## src/rtl/fc_layer_engine.sv

```systemverilog
`default_nettype none
// ==========================================================================
// fc_layer_engine : int8 FC layer (bias + MAC, shift requant, tanh LUT/clamp)
// Optional argmax tracking enabled by defining FC_ARGMAX_EN.   Rev 1.0
// ==========================================================================
module fc_layer_engine #(
  parameter int N_IN   = 120,
  parameter int N_OUT  = 84,
  parameter int SHIFT  = 9,
  parameter int ACC_W  = 32,
  parameter int IN_AW  = 7,
  parameter int W_AW   = 14,
  parameter int B_AW   = 7,
  parameter int OUT_AW = 7,
  parameter int CLS_W  = 7
) (
  input  logic              clk,
  input  logic              rst_n,
  input  logic              start,
  input  logic              act_mode,
  output logic              busy,
  output logic              done,
  output logic [IN_AW-1:0]  in_addr,
  input  logic [7:0]        in_data,
  output logic [W_AW-1:0]   w_addr,
  input  logic [7:0]        w_data,
  output logic [B_AW-1:0]   b_addr,
  input  logic [31:0]       b_data,
  output logic [7:0]        lut_addr,
  input  logic [7:0]        lut_data,
  output logic [OUT_AW-1:0] out_addr,
  output logic [7:0]        out_data,
  output logic              out_wr_en,
  output logic [CLS_W-1:0]  class_idx,
  output logic [7:0]        class_max
);
  localparam logic [2:0] S_IDLE  = 3'd0;
  localparam logic [2:0] S_BIAS  = 3'd1;
  localparam logic [2:0] S_BWAIT = 3'd2;
  localparam logic [2:0] S_MAC   = 3'd3;
  localparam logic [2:0] S_ACT   = 3'd4;
  localparam logic [2:0] S_LWAIT = 3'd5;
  localparam logic [2:0] S_WRITE = 3'd6;
  localparam logic [2:0] S_DONE  = 3'd7;

  localparam int JW = (N_IN > 1) ? $clog2(N_IN) : 1;
  localparam logic signed [ACC_W-1:0] C_MAX = ACC_W'(127);
  localparam logic signed [ACC_W-1:0] C_MIN = ACC_W'(-128);

  logic [2:0]              state, state_nx;
  logic [OUT_AW-1:0]       n;
  logic [JW-1:0]           j;
  logic [IN_AW-1:0]        ia;
  logic [W_AW-1:0]         wbase, wa;
  logic signed [ACC_W-1:0] acc, prod_ext, bias_ext, shifted;
  logic signed [15:0]      prod;
  logic signed [7:0]       clamped, result;
  logic                    mode, start_ok, last_in, last_out;

  assign start_ok = (state == S_IDLE) && start;
  assign last_in  = (j == JW'(N_IN - 1));
  assign last_out = (n == OUT_AW'(N_OUT - 1));
  assign prod     = $signed(in_data) * $signed(w_data);
  assign prod_ext = {{(ACC_W-16){prod[15]}}, prod};
  assign shifted  = acc >>> SHIFT;

  generate
    if (ACC_W > 32) begin : g_bias_ext
      assign bias_ext = {{(ACC_W-32){b_data[31]}}, b_data};
    end else if (ACC_W == 32) begin : g_bias_eq
      assign bias_ext = b_data;
    end else begin : g_bias_trunc
      assign bias_ext = b_data[ACC_W-1:0];
    end
  endgenerate

  always_comb begin
    if (shifted > C_MAX)      clamped = 8'h7F;
    else if (shifted < C_MIN) clamped = 8'h80;
    else                      clamped = shifted[7:0];
  end

  always_ff @(posedge clk) begin
    if (!rst_n) state <= S_IDLE;
    else        state <= state_nx;
  end

  always_comb begin
    state_nx = state;
    case (state)
      S_IDLE:  if (start) state_nx = S_BIAS;
      S_BIAS:  state_nx = S_BWAIT;
      S_BWAIT: state_nx = S_MAC;
      S_MAC:   if (last_in) state_nx = S_ACT;
      S_ACT:   state_nx = mode ? S_WRITE : S_LWAIT;
      S_LWAIT: state_nx = S_WRITE;
      S_WRITE: state_nx = last_out ? S_DONE : S_BIAS;
      default: state_nx = S_IDLE;
    endcase
  end

  // Read addresses are combinational so data returns in the very next state.
  always_comb begin
    busy      = (state != S_IDLE) && (state != S_DONE);
    done      = (state == S_DONE);
    out_wr_en = 1'b0;
    out_addr  = '0;
    out_data  = '0;
    b_addr    = '0;
    in_addr   = '0;
    w_addr    = '0;
    lut_addr  = '0;
    case (state)
      S_BIAS:  b_addr = B_AW'(n);
      S_BWAIT: w_addr = wbase;
      S_MAC: begin
        in_addr = ia;
        w_addr  = wa;
      end
      S_ACT:   if (!mode) lut_addr = {~clamped[7], clamped[6:0]};
      S_WRITE: begin
        out_wr_en = 1'b1;
        out_addr  = n;
        out_data  = result;
      end
      default: ;
    endcase
  end

  always_ff @(posedge clk) begin
    if (!rst_n) begin
      n      <= '0;
      j      <= '0;
      ia     <= '0;
      wbase  <= '0;
      wa     <= '0;
      acc    <= '0;
      result <= '0;
      mode   <= 1'b0;
    end else begin
      case (state)
        S_IDLE: if (start_ok) begin
          n     <= '0;
          wbase <= '0;
          mode  <= act_mode;
        end
        S_BWAIT: begin
          acc <= bias_ext;
          j   <= '0;
          ia  <= IN_AW'(1);
          wa  <= wbase + W_AW'(1);
        end
        S_MAC: begin
          acc <= acc + prod_ext;
          j   <= j + JW'(1);
          ia  <= ia + IN_AW'(1);
          wa  <= wa + W_AW'(1);
        end
        S_ACT:   if (mode) result <= clamped;
        S_LWAIT: result <= lut_data;
        S_WRITE: begin
          n     <= n + OUT_AW'(1);
          wbase <= wbase + W_AW'(N_IN);
        end
        default: ;
      endcase
    end
  end

`ifdef FC_ARGMAX_EN
  logic [CLS_W-1:0]  cidx;
  logic signed [7:0] cmax;

  // Strictly-greater update keeps the lowest index on ties.
  always_ff @(posedge clk) begin
    if (!rst_n || start_ok) begin
      cidx <= '0;
      cmax <= 8'h80;
    end else if ((state == S_WRITE) && (result > cmax)) begin
      cidx <= CLS_W'(n);
      cmax <= result;
    end
  end

  assign class_idx = cidx;
  assign class_max = cmax;
`else
  assign class_idx = '0;
  assign class_max = '0;
`endif

endmodule
`default_nettype wire

```

## config.mk

```make
export PLATFORM = sky130hd
export DESIGN_NAME = fc_layer_engine
export DESIGN_NICKNAME = d
export VERILOG_FILES = /design/src/rtl/fc_layer_engine.sv
export SDC_FILE = /design/constraint.sdc
export NUM_CORES = 1
export LEC_CHECK = 0
export CAP_MARGIN = 20
export CORE_MARGIN = 5
export CORE_UTILIZATION = 52
export DETAILED_ROUTE_END_ITERATION = 10
export GPL_TIMING_DRIVEN = 0
export PLACE_DENSITY = 0.87
export RECOVER_POWER = 100
export SYNTH_ARGS = -nofsm -noshare
export SYNTH_HDL_FRONTEND = slang
export SYNTH_SLANG_ARGS = --single-unit
```

## constraint.sdc

```tcl
create_clock -name clk -period 7.1 [get_ports clk]
set_input_delay 1.42 -clock clk [delete_from_list [all_inputs] [get_ports clk]]
set_output_delay 1.42 -clock clk [all_outputs]
set_load 0.02 [all_outputs]
```

==> results of run 1 <==
-- flip-flops by register name (all words and copies together), names as in the netlist --
| register | count |
|---|---|
| j | 7 |
| ia | 7 |
| mode | 1 |
| state | 3 |
| wa | 14 |
| acc | 32 |
| n | 7 |
| wbase | 11 |
| result | 8 |
-- Yosys cell counts (all sizes together), types with 6 or more instances --
library cell / count / area (µm²)
a211oi: 26 / 205.2
o22ai: 8 / 62.56
nand3: 28 / 145.1
nor2: 115 / 439.2
and2: 52 / 325.3
nor3: 21 / 105.1
a21oi: 95 / 479.2
xnor2: 22 / 192.7
inv: 111 / 416.7
nand4: 10 / 62.56
xor2: 8 / 70.07
nand2: 89 / 336.6
mux2i: 32 / 320.3
and3: 31 / 193.9
o21a: 6 / 45.04
nor2b: 7 / 51.30
fa: 136 / 2723
ha: 75 / 938.4
buf: 32 / 217.7
dfxtp: 90 / 1802
a31oi: 8 / 65.06
a22oi: 11 / 82.58
o21ai: 41 / 205.2
clkbuf: 33 / 125.1
a21o: 9 / 67.56
o21bai: 6 / 52.55
nor4: 7 / 43.79
-- repair_timing --
| item | CTS | global route |
|---|---|---|
| buffers inserted | 3 | 5 |
| pin swaps | 0 | 1 |
| gates resized for setup | 6 | 7 |
| setup endpoints to repair | 18 | 13 |
-- worst max-delay path, stage by stage --
cell	delay, ps
dlygate4sd3_1	730
nand2_1	140
fa_1	510
fa_1	500
inv_1	60
fa_1	520
fa_1	600
fa_1	450
ha_1	380
a21oi_1	190
o22ai_2	130
nor2_2	210
o31ai_4	110
a2111oi_2	450
o21bai_2	120
xnor2_1	190
a2111oi_2	360
-- report_power, final --
part	leakage, nW	total, mW	switching [mW]	internal [mW]
Combinational	4.59	4.47	2.63	1.84
Clock	0.132	0.468	0.195	0.273
Sequential	0.731	0.641	0.0799	0.561
Total	5.45	5.58	2.90	2.68
-- routing by layer --
layer  track usage (%)  wire (µm)
met5                 0          0
met1             33.68      11500
met2             45.03      14410
met4             10.11       1134
met3             5.984       2983
-- through the flow --
stage / cells / cell area [µm²]
after floorplan: 1190 / 10420
after global placement: 1567 / 11880
after detailed placement: 1568 / 11900
after CTS: 1582 / 12210
after global routing: 1587 / 12220
final: 1587 / 12220
-- cell type report --
| class | instances | area share [%] |
|---|---|---|
| buffer | 65 | 2.692 |
| clock buffer | 10 | 1.955 |
| clock inverter | 1 | 0.2457 |
| inverter | 113 | 3.532 |
| multi-input combinational | 922 | 64.13 |
| sequential | 90 | 14.74 |
| tap | 265 | 2.713 |
| timing repair buffer | 121 | 9.991 |
-- worst min path at each step --
stage | to | slack (ps)
2_1_floorplan | n[4]$_SDFFE_PN0P_ | 440
3_3_place_gp | j[1]$_SDFFE_PN0P_ | 460
3_5_place_dp | j[1]$_SDFFE_PN0P_ | 470
4_1_cts | j[1]$_SDFFE_PN0P_ | 470
5_1_grt | j[1]$_SDFFE_PN0P_ | 510
6_report | j[1]$_SDFFE_PN0P_ | 470
-- cells by family (layout without fill, tap and decap cells) --
group / Yosys count / count (layout) / synth area share (%)
buffers and inverters: 178 / 310 / 7.396
AND/OR/NAND/NOR: 383 / 383 / 18.11
adder cells (fa/ha/maj): 211 / 211 / 35.30
AO/OA/AOI/OAI: 251 / 251 / 16.16
multiplexers: 32 / 32 / 3.089
XOR/XNOR: 30 / 30 / 2.534
other: 1 / 15 / 0.03616
flip-flops: 90 / 90 / 17.37
==> impl_metrics.csv, run 1 <==
group,metric,value,unit
die,initial_core_util,53.11,%
die,coreArea,19530,µm²
setup_path,critPathLaunch,"in_data[3]",
layout,final_common_cell,"fa_1",
setup_path,endpoint,"acc[23]$_SDFFE_PN0P_",
setup_path,cp.required,7350,ps
setup_path,start_kind,"input port",
status,status,"completed",
sta,tightest_slew,1286,ps
die,die_area,22870,µm²
sta,hold_viol,0,
placed_design,dp_worst_setup_slack,-930.0,ps
global_routing,grt_pass1_wl,48160,µm
routing,drcViolationCount,0,
sta,finClkSkew,6.997,ps
cts,worstSkewPairLatency,350,ps
cts,cts-hold-fix-buffers,0,
setup_path,r2r_end,"acc[23]$_SDFFE_PN0P_",
die,ios,129,
logic_synthesis,ys_ff_latch,90,
layout,layout_common_cells,"fa_1 (134), nor2_1 (112), inv_1 (109), a21oi_1 (94), dfxtp_1 (90)",
routing,vias,9369,
routing,first_iter_violations,827,
sta,period_share,96.47,%
logic_synthesis,synth_seq_area_share,17.37,%
routing,ant_nets,0,
layout,layout-drive-gt1-share,5.598,%
placed_design,hpwl,24060,µm
logic_synthesis,ys_async_sr_fraction,0,%
setup_path,crit_type,"in2reg",
logic_synthesis,synth_edf_count,0,
cts,clk_path_buf_depth,2,
sta,finalMaxSlewViolations,0,
global_routing,grt_pass1_vias,9538,
routing,via_per_inst,5.904,
setup_path,r2r_start,"acc[6]$_SDFFE_PN0P_",
setup_path,critPathCaptureType,"register",
layout,fillers,1631,
cts,cts_max_level,3,
pwr,power.density,456.5,nW/µm²
cts,cts.sinks,90,
sta,fmax,146.0,MHz
cts,clkTransAtPathRegs,70,ps
cts,numCtsBuffers,9,
setup_path,cp_max_fo,8,
sta,post-route-min-period,6850,ps
placed_design,place.gp.congestion,0.9381,
layout,multi_input_area,7839,µm²
logic_synthesis,synth_flop_cell,"dfxtp_1",
global_routing,grt_use_total,26.79,%
cts,cts_tree,"done",
run,drv_cap,0,
sta,rsz0062_at_grt,"no",
worst_hold_path,min_from,"j[1]$_SDFFE_PN0P_",
global_routing,antenna_found_initial,0,
global_routing,grt_max_degree,25,
logic_synthesis,syn_inst,1176,
die,die_h,151.2,µm
layout,seqCellArea,1802,µm²
layout,area_growth_syn_to_layout,17.87,%
logic_synthesis,syn_area,10370,µm²
logic_synthesis,ys_types,78,
pwr,ir_drop,0.3566,mV
routing,wire_per_inst,18.92,µm
layout,fin_nets,1593,
layout,antenna_cells,0,
pwr,finalPower,5.579,mW
setup_path,regToRegSetupSlack,1880,ps
logic_synthesis,avgSynthCellArea,8.818,µm²
setup_path,critPathArrivalTime,7100,ps
sta,finalWorstSetupSlack,250.3,ps
sta,setup_violations,0,
placed_design,port_buffers,112,
die,rows,51,
setup_path,worstRegToRegCells,18,
global_routing,grt_overflow,0,
logic_synthesis,yosysWarnings,0,
sta,setup_tns,0,ps
worst_hold_path,min_path_cells,2,
die,die_w,151.2,µm
pwr,leakagePower,5.449,nW
worst_hold_path,hold_class,"reg2reg",
routing,drt_pass1_iterations,6,
layout,finish.utilization,62.60,%
cts,ctsRootBufferMaster,"clkbuf_16",
sta,hold_ws,474.6,ps
sta,max_slew_margin,13.18,%
routing,finalWirelength,30030,µm
Note: power is estimated with default switching activity, not from simulation.
==> run 2, diff against run 1 <==
--- a/config.mk
+++ b/config.mk
@@ -5,12 +5,13 @@
 export SDC_FILE = /design/constraint.sdc
 export NUM_CORES = 1
 export LEC_CHECK = 0
+export ABC_AREA = 1
 export CAP_MARGIN = 20
 export CORE_MARGIN = 5
-export CORE_UTILIZATION = 52
+export CORE_UTILIZATION = 53
 export DETAILED_ROUTE_END_ITERATION = 10
 export GPL_TIMING_DRIVEN = 0
-export PLACE_DENSITY = 0.87
+export PLACE_DENSITY = 0.88
 export RECOVER_POWER = 100
 export SYNTH_ARGS = -nofsm -noshare
 export SYNTH_HDL_FRONTEND = slang
==> run 2 against run 1 <==
Against the previous run:
- area after synthesis grew 6.6%
- first-iteration DRC count grew 4.2%
- clock-buffer cell count is the same
- via count grew 14%
- combinational power grew 10%
- utilization grew 0.45 points
- routed wire length grew 4.7%
- largest cell class unchanged
- highest routed layer unchanged
==> impl_metrics.csv, run 2 <==
group,metric,value,unit
status,status,"completed",
global_routing,grt_pass1_vias,10630,
setup_path,cp.required,7310,ps
pwr,leakagePower,6.337,nW
cts,cts_max_level,3,
setup_path,crit_path_cell_trace,"dlygate4sd3_1 -> clkinv_1 -> o21ai_0 -> ha_1 -> inv_1 -> fa_2 -> clkinvlp_4 -> buf_4 -> clkbuf_1 -> fa_1 -> fa_1 -> ha_1 -> ha_1 -> nand2_1 -> nor2_1 -> nand2_1 -> nor3_1 -> nand2_1 -> nand3_1 -> nand2_1 -> nand3_1 -> a21oi_1",
routing,drt_pass1_iterations,7,
sta,period_share,93.22,%
cts,cts.sinks,90,
die,die_area,23840,µm²
placed_design,place.gp.congestion,0.9476,
setup_path,crit_family,"adder cells",
sta,tightest_slew,914.5,ps
global_routing,grt_max_degree,20,
layout,final_area,12840,µm²
logic_synthesis,syn_inst,1546,
die,die_h,154.4,µm
cts,clkTransAtPathRegs,70,ps
cts,worstSkewPairLatency,360,ps
sta,max_slew_margin,38.39,%
pwr,finalPower,6.142,mW
placed_design,hpwl,25910,µm
sta,post-route-min-period,6619,ps
logic_synthesis,syn_area,11050,µm²
setup_path,cpPeakStageDelay,770,ps
placed_design,dpl_cell_area,12500,µm²
routing,drcViolationCount,0,
die,coreArea,20360,µm²
setup_path,path_common_cell,"nand2_1",
logic_synthesis,synth_area_leaders,"fa_1 (25%), dfxtp_1 (16%), nand2_1 (12%), inv_1 (10%), ha_1 (8.5%)",
layout,top_register,"acc",
setup_path,crit_type,"in2reg",
run,drv_cap,0,
pwr,ir_drop,0.3120,mV
sta,fmax,151.1,MHz
placed_design,port_buffers,97,
cts,ctsRootBufferMaster,"clkbuf_16",
logic_synthesis,synth_flop_cell,"dfxtp_1",
logic_synthesis,avgSynthCellArea,7.149,µm²
sta,rsz0062_at_grt,"no",
routing,finalWirelength,31440,µm
routing,via_per_inst,5.470,
routing,ant_nets,0,
layout,reg_top3,"acc x32, wa x14, wbase x11",
setup_path,cpMaxStageDelayCell,"fa_2",
global_routing,grt_pass1_wl,51990,µm
global_routing,grt_use_total,26.49,%
layout,layout_common_cells,"nand2_1 (366), inv_1 (296), fa_1 (135), nor2_1 (127), dfxtp_1 (90)",
cts,numCtsBuffers,9,
logic_synthesis,synth_edf_count,0,
setup_path,critPathCaptureType,"register",
cts,cts-hold-fix-buffers,0,
layout,finish.utilization,63.04,%
worst_hold_path,hold_class,"reg2reg",
setup_path,worstPathBufferInverterCount,6,
setup_path,critPathArrivalTime,6830,ps
global_routing,grt_overflow,0,
global_routing,antenna_found_initial,0,
layout,layout-drive-gt1-share,5.051,%
logic_synthesis,ys_types,50,
layout,stdcell_count,1953,
setup_path,cp_max_fo,12,
die,ios,129,
logic_synthesis,ys_ff_latch,90,
layout,antenna_cells,0,
sta,hold_viol,0,
routing,vias,10680,
logic_synthesis,synth_top_area_share,24.63,%
sta,finClkSkew,9.386,ps
layout,largest_reg_flops,32,
layout,area_growth_syn_to_layout,16.15,%
logic_synthesis,synth_most_common_cell,"nand2_1",
sta,setup_violations,0,
sta,finalWorstSetupSlack,481.5,ps
routing,wire_per_inst,16.10,µm
placed_design,place_inst,1930,
routing,first_iter_violations,862,
die,initial_core_util,54.28,%
logic_synthesis,synth_commonest_cells,"nand2_1 (364), inv_1 (295), fa_1 (136), nor2_1 (126), dfxtp_1 (90)",
layout,fillers,1777,
placed_design,dp_worst_setup_slack,-171.1,ps
pwr,power.density,478.4,nW/µm²
logic_synthesis,yosysTopAreaCell,"fa_1",
layout,final_common_cell,"nand2_1",
die,rows,52,
logic_synthesis,yosysWarnings,0,
layout,fin_nets,1949,
die,die_w,154.4,µm
cts,cts_tree,"done",
setup_path,start_kind,"input port",
logic_synthesis,ys_async_sr_fraction,0,%
logic_synthesis,synth_seq_area_share,16.30,%
cts,clk_path_buf_depth,2,
sta,finalMaxSlewViolations,0,
## run 2: cells by family after synthesis
| group | after synthesis | synth area share, % |
|---|---|---|
| flops | 90 | 16.30 |
| simple gates | 637 | 24.46 |
| buf+inv | 367 | 13.41 |
| other cells | 1 | 0.03393 |
| xor+xnor | 3 | 0.2378 |
| fa+ha+maj | 211 | 33.12 |
| compound gates | 237 | 12.43 |
## run 2: through the flow
stage,hold WS [ps],setup TNS [ps]
floorplan,443.8,0
global placement,455.2,-960.8
detailed placement,460.3,-1147
CTS,470.8,0
global route,484.6,0
finish,471.9,0
## run 2: cell type report
cell class	instances	area (µm²)	area share [%]
multi-input combinational	1103	7800	60.75
tap	270	337.8	2.631
timing repair buffer	107	1102	8.586
inverter	303	1145	8.917
clock buffer	10	239.0	1.861
clock inverter	6	87.58	0.6822
sequential	90	1802	14.03
buffer	64	325.3	2.534
## run 2: repair_timing
item,in CTS,in global routing
endpoints found under the setup margin,0,14
gates resized for setup,0,3
setup buffers,0,7
## run 2: final timing paths
path                          startpoint                      to  slack (ps)  depth (start not counted)
hold / removal    wbase[13]$_SDFFE_PN0P_  wbase[13]$_SDFFE_PN0P_         470                          2
setup / recovery               w_data[7]    acc[29]$_SDFFE_PN0P_         480                         22
hold reg to reg   wbase[13]$_SDFFE_PN0P_  wbase[13]$_SDFFE_PN0P_         470                          2
setup reg to reg     acc[4]$_SDFFE_PN0P_    acc[20]$_SDFFE_PN0P_        2330                         22
## run 2: worst min-delay path, stage by stage, from the launching register on
cell      delay, ps
dfxtp_1         310
nand2_1          60
a211oi_1         60
## run 2: report_power, final
part	internal, mW	leakage (nW)	switching (mW)
Clock	0.320	0.163	0.215
Sequential	0.585	0.730	0.0888
Combinational	1.79	5.44	3.15
Total	2.69	6.34	3.45
## run 2: routing by layer
metal,global-route usage (%),routed length [µm],part of all wire [%],vias to the layer above
li1,-,-,-,5075
met1,35.80,13030,41,5047
met2,44.05,14980,48,489
met3,3.800,2616,8.3,71
met4,8.579,816,2.6,0
met5,0,0,0,-
==> run 3, diff against run 2 <==
--- a/config.mk
+++ b/config.mk
@@ -7,12 +7,13 @@
 export LEC_CHECK = 0
 export ABC_AREA = 1
 export CAP_MARGIN = 20
-export CORE_MARGIN = 5
+export CORE_MARGIN = 2
 export CORE_UTILIZATION = 53
 export DETAILED_ROUTE_END_ITERATION = 10
 export GPL_TIMING_DRIVEN = 0
 export PLACE_DENSITY = 0.88
 export RECOVER_POWER = 100
+export SLEW_MARGIN = 20
 export SYNTH_ARGS = -nofsm -noshare
 export SYNTH_HDL_FRONTEND = slang
 export SYNTH_SLANG_ARGS = --single-unit
==> run 3 against run 2 <==
Against the previous run:
- critical path depth down 2
- worst setup slack got worse by 90 ps
- clock skew grew 0.92 ps
- sequential power about the same
- via count fell by 0.35%
- routed wire length down 2.1%
- final cell count decreased by 0.36%
- clock power is 3% higher
- clock-buffer cell count is 3 higher
- combinational power hardly changed
- largest cell class unchanged
==> impl_metrics.csv, run 3 (synthesized netlist as in run 2, its figures left out) <==
group,metric,value,unit
die,coreArea,20360,µm²
sta,rsz0062_at_grt,"no",
sta,finalMaxSlewViolations,0,
setup_path,cp_max_fo,13,
die,rows,52,
routing,drcViolationCount,0,
placed_design,hpwl,25300,µm
setup_path,worstRegToRegCells,21,
layout,final_area,12760,µm²
layout,final_common_cell,"nand2_1",
cts,ctsRootBufferMaster,"clkbuf_16",
pwr,power.density,483.2,nW/µm²
die,die_w,148.4,µm
setup_path,r2r_start,"acc[4]$_SDFFE_PN0P_",
routing,ant_nets,0,
cts,cts_max_level,3,
cts,worstSkewPairLatency,350,ps
status,status,"completed",
setup_path,endpoint,"acc[27]$_SDFFE_PN0P_",
setup_path,crit_type,"in2reg",
layout,largest_reg_flops,32,
sta,max_slew_margin,37.09,%
global_routing,antenna_found_initial,1,
sta,period_share,94.49,%
cts,cts_tree,"done",
die,die_area,22030,µm²
setup_path,start_kind,"input port",
layout,antenna_cells,0,
cts,cts.sinks,90,
layout,fillers,1784,
routing,vias,10650,
die,initial_core_util,54.28,%
global_routing,grt_max_degree,25,
routing,via_per_inst,5.470,
pwr,leakagePower,6.295,nW
placed_design,dp_worst_setup_slack,-194.7,ps
routing,finalWirelength,30790,µm
layout,multi_input_area,7807,µm²
layout,layout-drive-gt1-share,4.654,%
setup_path,cp.required,7380,ps
placed_design,port_buffers,97,
placed_design,place.gp.congestion,0.9498,
run,drv_cap,0,
cts,clkTransAtPathRegs,70,ps
cts,numCtsBuffers,9,
sta,tightest_slew,933.8,ps
global_routing,grt_overflow,0,
layout,top_register,"acc",
global_routing,grt_pass1_wl,51510,µm
routing,wire_per_inst,15.82,µm
sta,finClkSkew,10.30,ps
sta,finalWorstSetupSlack,391.6,ps
setup_path,regToRegSetupSlack,2390,ps
sta,post-route-min-period,6708,ps
routing,drt_pass1_iterations,5,
layout,layout_common_cells,"nand2_1 (366), inv_1 (296), fa_1 (135), nor2_1 (126), dfxtp_1 (90)",
layout,area_growth_syn_to_layout,15.43,%
layout,stdcell_count,1946,
worst_hold_path,hold_class,"reg2reg",
sta,hold_viol,0,
cts,cts-hold-fix-buffers,0,
setup_path,critPathArrivalTime,6990,ps
routing,first_iter_violations,927,
setup_path,r2r_end,"acc[20]$_SDFFE_PN0P_",
placed_design,dpl_cell_area,12430,µm²
placed_design,place_inst,1928,
sta,setup_violations,0,
setup_path,critPathLaunch,"w_data[7]",
sta,fmax,149.1,MHz
pwr,ir_drop,0.2979,mV
layout,seqCellArea,1802,µm²
layout,reg_top3,"acc x32, wa x14, wbase x11",
global_routing,grt_use_total,29.06,%
setup_path,critPathCaptureType,"register",
die,ios,129,
die,die_h,148.4,µm
cts,clk_path_buf_depth,2,
layout,fin_nets,1942,
worst_hold_path,min_from,"acc[1]$_SDFFE_PN0P_",
global_routing,grt_pass1_vias,10650,
==> run 3: changes by cell type in the layout (fill, tap and decap cells not counted), sizes merged <==
cell,delta
buf,-7
clkbuf,+3
clkdlybuf4s50,+1
clkinv,-1
clkinvlp,-1
dlygate4sd3,-1
inv,-1
==> run 3: power by group <==
part / leakage [nW] / switching [mW] / internal (mW)
registers: 0.730 / 0.0901 / 0.585
logic: 5.39 / 3.15 / 1.78
clock network: 0.172 / 0.205 / 0.348
==> run 3: worst min-delay path by stage <==
| stage | slack (ps) | endpoint | depth (start not counted) |
|---|---|---|---|
| finish | 470 | acc[1]$_SDFFE_PN0P_ | 2 |
| detailed placement | 460 | acc[4]$_SDFFE_PN0P_ | 2 |
| CTS | 470 | acc[4]$_SDFFE_PN0P_ | 2 |
| floorplan | 440 | wbase[3]$_SDFFE_PN0P_ | 1 |
| global route | 490 | result[6]$_SDFFE_PN0P_ | 2 |
| global placement | 450 | result[6]$_SDFFE_PN0P_ | 2 |
==> run 3: what timing repair did <==
item                                    in CTS  in global routing
resized for setup                            0                  1
buffers inserted                             0                  2
endpoints found under the setup margin       0                 14
==> run 3: layer usage <==
layer	wire [µm]	GRT usage, %	part of all wire [%]	vias up
li1	-	-	-	5069
met1	13000	39.77	42	4991
met2	14400	48.01	47	506
met3	2416	3.466	7.8	77
met4	963	10.05	3.1	2
met5	14	0	0.045	-
==> run 3: area by class of cell <==
cell class	instances	area share, %
clock buffers	13	2.197
clock inverters	3	0.5394
plain buffers	64	2.540
inverters	303	8.944
repair buffers	100	7.816
multi-input cells	1103	61.19
flip-flops and latches	90	14.12
well taps	270	2.648
==> run 3: metrics by stage <==
step	setup TNS (ps)	total power, mW	util, %	hold slack [ps]
after floorplan	0	4.336	-	443.8
after global placement	-1146	5.353	60.96	454.1
after detailed placement	-1203	5.519	61.05	457.2
after CTS	0	6.107	62.76	467.1
after global routing	0	6.902	62.65	487.4
final	0	6.165	62.65	468.9
==> run 3: critical path, stage by stage <==
cell and delay, ps:
clkdlybuf4s50_1 460, clkinv_1 270, o21ai_0 290, ha_1 210, inv_1 70, fa_1 610
inv_1 670, fa_1 570, fa_1 500, ha_1 320, ha_1 370, a21oi_1 330
nand2_1 150, a21oi_1 140, nand2_1 130, nand2_1 130, nand2_1 60, nand2_1 50
nand3_1 90, a21oi_1 140
